File: config.mk
export PLATFORM = sky130hd
export DESIGN_NAME = pipeline_barrier_param
export DESIGN_NICKNAME = d
export VERILOG_FILES = /design/src/rtl/pipeline_barrier_param.sv
export SDC_FILE = /design/constraint.sdc
export NUM_CORES = 1
export LEC_CHECK = 0
export ABC_CLOCK_PERIOD_IN_PS = 1700
export CORE_ASPECT_RATIO = 2
export CORE_UTILIZATION = 30
export CTS_CLUSTER_DIAMETER = 30
export DETAILED_ROUTE_END_ITERATION = 16
export PLACE_DENSITY_LB_ADDON = 0.2
export SETUP_SLACK_MARGIN = 0.1
export SLEW_MARGIN = 5
export SYNTH_ARGS = -nofsm -noshare
export SYNTH_HDL_FRONTEND = slang
export SYNTH_SLANG_ARGS = --single-unit
File: constraint.sdc
create_clock -name clk -period 1.7 [get_ports clk]
set_input_delay 0.255 -clock clk [delete_from_list [all_inputs] [get_ports clk]]
set_output_delay 0.255 -clock clk [all_outputs]
set_load 0.005 [all_outputs]
File: src/rtl/pipeline_barrier_param.sv
// Parametrised inter-stage pipeline barrier: NUM_STAGES register slots with per-slot valid,
// ready/valid backpressure, stall, flush and bubble squeezing.
module pipeline_barrier_param #(
  parameter int DATA_WIDTH = 64,
  parameter int CTRL_WIDTH = 8,
  parameter int NUM_STAGES = 1,
  parameter int CNT_WIDTH  = $clog2(NUM_STAGES + 1)
) (
  input  logic                  clk,
  input  logic                  rst_n,
  input  logic                  in_valid,
  output logic                  in_ready,
  input  logic [DATA_WIDTH-1:0] in_data,
  input  logic [CTRL_WIDTH-1:0] in_ctrl,
  input  logic                  stall,
  input  logic                  flush,
  output logic                  out_valid,
  input  logic                  out_ready,
  output logic [DATA_WIDTH-1:0] out_data,
  output logic [CTRL_WIDTH-1:0] out_ctrl,
  output logic [CNT_WIDTH-1:0]  occupancy
);

  logic [NUM_STAGES-1:0] r_valid;
  logic [DATA_WIDTH-1:0] r_data [NUM_STAGES];
  logic [CTRL_WIDTH-1:0] r_ctrl [NUM_STAGES];
  logic [CNT_WIDTH-1:0]  r_occupancy;

  logic [NUM_STAGES:0]   w_en;
  logic [NUM_STAGES-1:0] w_src_valid;
  logic [DATA_WIDTH-1:0] w_src_data [NUM_STAGES];
  logic [CTRL_WIDTH-1:0] w_src_ctrl [NUM_STAGES];
  logic [NUM_STAGES-1:0] w_valid_nxt;
  logic [CNT_WIDTH-1:0]  w_cnt_nxt;

  // Enable chain runs from the output side back to the input: an empty slot always advances.
  always_comb begin
    w_en = '0;
    w_en[NUM_STAGES] = out_ready & ~stall;
    for (int k = NUM_STAGES - 1; k >= 0; k--) begin
      w_en[k] = ~stall & (~r_valid[k] | w_en[k+1]);
    end
  end

  always_comb begin
    w_src_valid    = '0;
    w_src_valid[0] = in_valid;
    w_src_data[0]  = in_data;
    w_src_ctrl[0]  = in_ctrl;
    for (int k = 1; k < NUM_STAGES; k++) begin
      w_src_valid[k] = r_valid[k-1];
      w_src_data[k]  = r_data[k-1];
      w_src_ctrl[k]  = r_ctrl[k-1];
    end
  end

  always_comb begin
    w_valid_nxt = '0;
    w_cnt_nxt   = '0;
    for (int k = 0; k < NUM_STAGES; k++) begin
      if (flush) begin
        w_valid_nxt[k] = 1'b0;
      end else if (w_en[k]) begin
        w_valid_nxt[k] = w_src_valid[k];
      end else begin
        w_valid_nxt[k] = r_valid[k];
      end
      w_cnt_nxt = w_cnt_nxt + CNT_WIDTH'(w_valid_nxt[k]);
    end
  end

  // Flush clears valid and ctrl but leaves data in place; data of an invalid slot is never used.
  always_ff @(posedge clk or negedge rst_n) begin
    if (!rst_n) begin
      r_valid     <= '0;
      r_occupancy <= '0;
      for (int k = 0; k < NUM_STAGES; k++) begin
        r_data[k] <= '0;
        r_ctrl[k] <= '0;
      end
    end else begin
      r_valid     <= w_valid_nxt;
      r_occupancy <= w_cnt_nxt;
      for (int k = 0; k < NUM_STAGES; k++) begin
        if (flush) begin
          r_ctrl[k] <= '0;
        end else if (w_en[k]) begin
          r_data[k] <= w_src_data[k];
          r_ctrl[k] <= w_src_valid[k] ? w_src_ctrl[k] : '0;
        end
      end
    end
  end

  assign in_ready  = w_en[0] & rst_n;
  assign out_valid = r_valid[NUM_STAGES-1];
  assign out_data  = r_data[NUM_STAGES-1];
  assign out_ctrl  = r_ctrl[NUM_STAGES-1];
  assign occupancy = r_occupancy;

endmodule

## Yosys cells after proc, flatten, opt, wreduce, memory -nomap -nowiden

Index checks and enable logic that the tools add are counted.

- Register bits: 73
- Bits of input ports: 78
- Output and inout bits: 75
- Word-level logic and storage cells: 17

- Multiplexer cells: 5
- Bitwise operators: 7
- Reductions and logical operators: 2

Operators with widths:

| operator | count |
|---|---|
| 8-bit 2-to-1 mux | 3 |
| 1-bit AND | 3 |
| 1-bit NOT | 3 |
| 1-bit 2-to-1 mux | 2 |
| 2-bit AND reduction | 1 |
| 2-bit nonzero test | 1 |
| 1-bit OR | 1 |

## Depth between registers and ports, before layout

- Depth after elaboration: 6
- Depth in mapped cells: 4

## Least setup slack after synthesis

OpenSTA, ideal clock, no wires.

- Path type: reg-to-reg
- Start point: register, netlist name occupancy
- End point: register r_data, in the netlist out_data[54]
- Library setup time: 0.125 ns
- Arrival: 1.437 ns
- Data required time: 1.575 ns
- Path slack: 0.138 ns
- Cell stages (with the launch flop): 5
- Path buffers: 1
- Clock period less this slack: 1.562 ns
- Cell sequence: dfrtp_1 -> nor2b_4 -> nor3_4 -> buf_6 -> mux2_2

RTL lines:

| item | line | text |
|---|---|---|
| end signal, assigned by index | 88 | `r_data[k] <= w_src_data[k];` |
| end, declared | 25 | `logic [DATA_WIDTH-1:0] r_data [NUM_STAGES];` |

## Final worst setup path

- Start point: register r_occupancy, in the netlist occupancy
- End point: output port occupancy

RTL lines:

| item | line | text |
|---|---|---|
| start, declared | 27 | `logic [CNT_WIDTH-1:0] r_occupancy;` |
| start signal, assigned | 83 | `r_occupancy <= w_cnt_nxt;` |
| end, declared | 21 | `output logic [CNT_WIDTH-1:0] occupancy` |

No word-level cell between the ends.

==> flow_summary.yaml <==
status:
  status: "finished clean"
timing:
  fmax_mhz: 643.8
  clock-skew-final_ns: 0.003446
  finalHoldViolations: 0
  fin_hold_ws_ns: 0.04377
  rsz0062_at_grt: "no"
  slew_headroom_pct: 65.60
  worst-slew-pin-transition_ns: 0.5160
  setup_viol: 0
  slew_viol_final: 0
  period_needed_ns: 1.553
  finalCritPeriodShare_pct: 91.36
placed_design:
  gp_congestion: 0.7596
  dp_hpwl_mm: 5.436
  placed_area_um2: 4400
  portBuffers: 152
critical_path:
  criticalPathCategory: "register to primary output"
  cp_slowest_stage_delay_ns: 0.49
  required_ns: 1.44
  setup.worst_path.start_class: "register"
  arrival_ns: 1.30
  crit_fanout: 3
  path_cells: "buf_4, clkdlybuf4s50_1"
  end_kind: "primary output"
  slowest_stage: "clkdlybuf4s50_1"
floorplanning:
  ios: 153
  dieWidth_um: 70.04
  initial_utilization_pct: 30.82
  dieArea_um2: 9671
  die_h_um: 138.1
  core_area_um2: 9012
  rows: 49
final_layout:
  design_area_um2: 4690
  syn_to_final_growth_pct: 68.83
  fin_nets: 400
  n_antenna_cell: 0
  final_layout_size_suffix_gt1_share_pct: 25.93
routing:
  vias: 1992
  drt-total-wl_mm: 7.312
  firstDrtPassIters: 4
  drt-initial-drc-count: 41
  vias_per_cell: 4.676
  routedWlPerCell_um: 17.16
  ant_nets: 0
  drc_errors: 0
synthesis:
  synthCells: 160
  seq_area_frac_synth_pct: 65.77
  synth_nets: 238
  netlist_area_um2: 2778
  synth-seq-cells: 73
  yosys.area.top_type_share_pct: 65.77
  synthTopCellsByArea: "dfrtp_1, mux2_2, a32o_1"
  ys_types: 13
  syn_avg_cell_area_um2: 17.36
  ys_warn_count: 0
  synth_area_leader_cell: "dfrtp_1"
clock_tree:
  cts_root_buf: "clkbuf_16"
  cts_sinks: 73
  clkTransAtPathRegs_ns: 0.05
  cts_buffers: 9
  htree_levels: 3
  cts_tree: "done"
  clk_latency_ns: 0.32
  cts_buffer_depth: 2
  hold_buffers: 0
grt:
  gr-total-overflow: 0
  grt_pass1_vias: 2200
  antenna_found_initial: 0
  grt_max_degree: 41
  grt_util_all_layers_pct: 15.96
  grt_pass1_wl_mm: 11.48
min_path:
  hp-class: "input port to asynchronous set/reset pin"
power:
  ir_worst_vdd_uv: 575.6
  leakage_nw: 1.936
  power.density_nw_per_um2: 1050
flow_run:
  cap_violations: 0
what timing repair did:
item | 4_1_cts | 5_1_grt
setup buffers | 0 | 2
hold endpoints to repair | 0 | 0
gates resized for setup | 1 | 3
gates cloned | 0 | 1
pin swaps | 0 | 0
setup endpoints to repair | 1 | 5
state kept, by name, indices dropped and copies added (netlist names):
| name | count |
|---|---|
| occupancy | 1 |
| out_ctrl | 8 |
| out_data | 64 |
worst paths after layout:
check                                           end  cells past startpoint                    start  slack, ns
min in group clk            out_data[0]$_DFFE_PN0P_                      1  out_data[0]$_DFFE_PN0P_       0.48
max reg2reg                out_data[41]$_DFFE_PN0P_                      5    occupancy$_DFFE_PN0P_       0.21
min                        out_data[21]$_DFFE_PN0P_                      2                    rst_n       0.04
max in group asynchronous  out_data[63]$_DFFE_PN0P_                      3                    rst_n       0.83
min reg2reg                 out_data[0]$_DFFE_PN0P_                      1  out_data[0]$_DFFE_PN0P_       0.48
max                                       occupancy                      2    occupancy$_DFFE_PN0P_       0.15
cells in the mapped netlist:
master     n
a22o_1     1
a32o_1     8
buf_1      1
buf_4      1
buf_6      7
clkbuf_1   1
dfrtp_1   73
mux2_1     5
mux2_2    59
nor2b_4    1
nor3_4     1
nor3b_1    1
o21ba_2    1
placed cells by master (no fill, tap or decap):
cell type,Yosys,final
buf_12,0,2
nor2b_4,1,1
a22o_1,1,1
a32o_1,8,8
clkinv_2,0,1
dfrtp_1,73,73
clkbuf_1,1,2
nor3b_1,1,1
mux2_1,5,5
nor3_4,1,1
dlymetal6s2s_1,0,1
clkdlybuf4s50_1,0,149
clkbuf_8,0,1
o21ba_2,1,1
buf_4,1,7
clkbuf_16,0,10
mux2_2,59,59
clkbuf_2,0,1
critical path: cells and delay by family, from the launching register on:
family	cells	cell delay, ns
flops	1	0.36
buf+inv	2	0.62
cells by family (layout without fill, tap and decap cells):
logic type | Yosys count | in the layout | synth area share, %
flops | 73 | 73 | 65.77
buf+inv | 10 | 174 | 3.378
simple gates | 3 | 3 | 1.351
compound gates | 10 | 10 | 3.559
mux | 64 | 64 | 25.95
routing by layer:
| metal | vias to the layer above | track usage [%] | share of wire (%) |
|---|---|---|---|
| li1 | 894 | - | - |
| met1 | 980 | 14.72 | 31 |
| met2 | 98 | 29.91 | 59 |
| met3 | 20 | 3.936 | 5.9 |
| met4 | 0 | 10.21 | 4.2 |
| met5 | - | 0 | 0 |
per-stage QoR:
step                      setup TNS [ns]  utilization [%]  std cells  total power [W]  setup WS (ns)
after floorplan                        0                -        160         0.002492         0.1379
after global placement            -8.230            48.83        410         0.003303        -0.1572
after detailed placement          -8.059            48.83        410         0.003328        -0.1723
after CTS                              0            51.60        423         0.004994         0.1074
after global routing                   0            52.03        426         0.005159         0.1015
final                                  0            52.03        426         0.004922         0.1468
where the power goes:
part / leakage (nW) / switching, W / internal (W) / total, W
combinational: 0.938 / 0.000328 / 0.000827 / 0.00116
clock: 0.124 / 0.000631 / 0.000999 / 0.00163
sequential: 0.874 / 0.000133 / 0.00200 / 0.00214
total: 1.94 / 0.00109 / 0.00383 / 0.00492
cell type report:
class / instances / area (um^2)
Clock inverter: 1 / 5.005
Sequential cell: 73 / 1827
Multi-Input combinational cell: 77 / 857.1
Fill cell: 809 / 4323
Tap cell: 102 / 127.6
Clock buffer: 12 / 246.5
Timing Repair Buffer: 161 / 1627
Power figures use the tool's default switching activity.
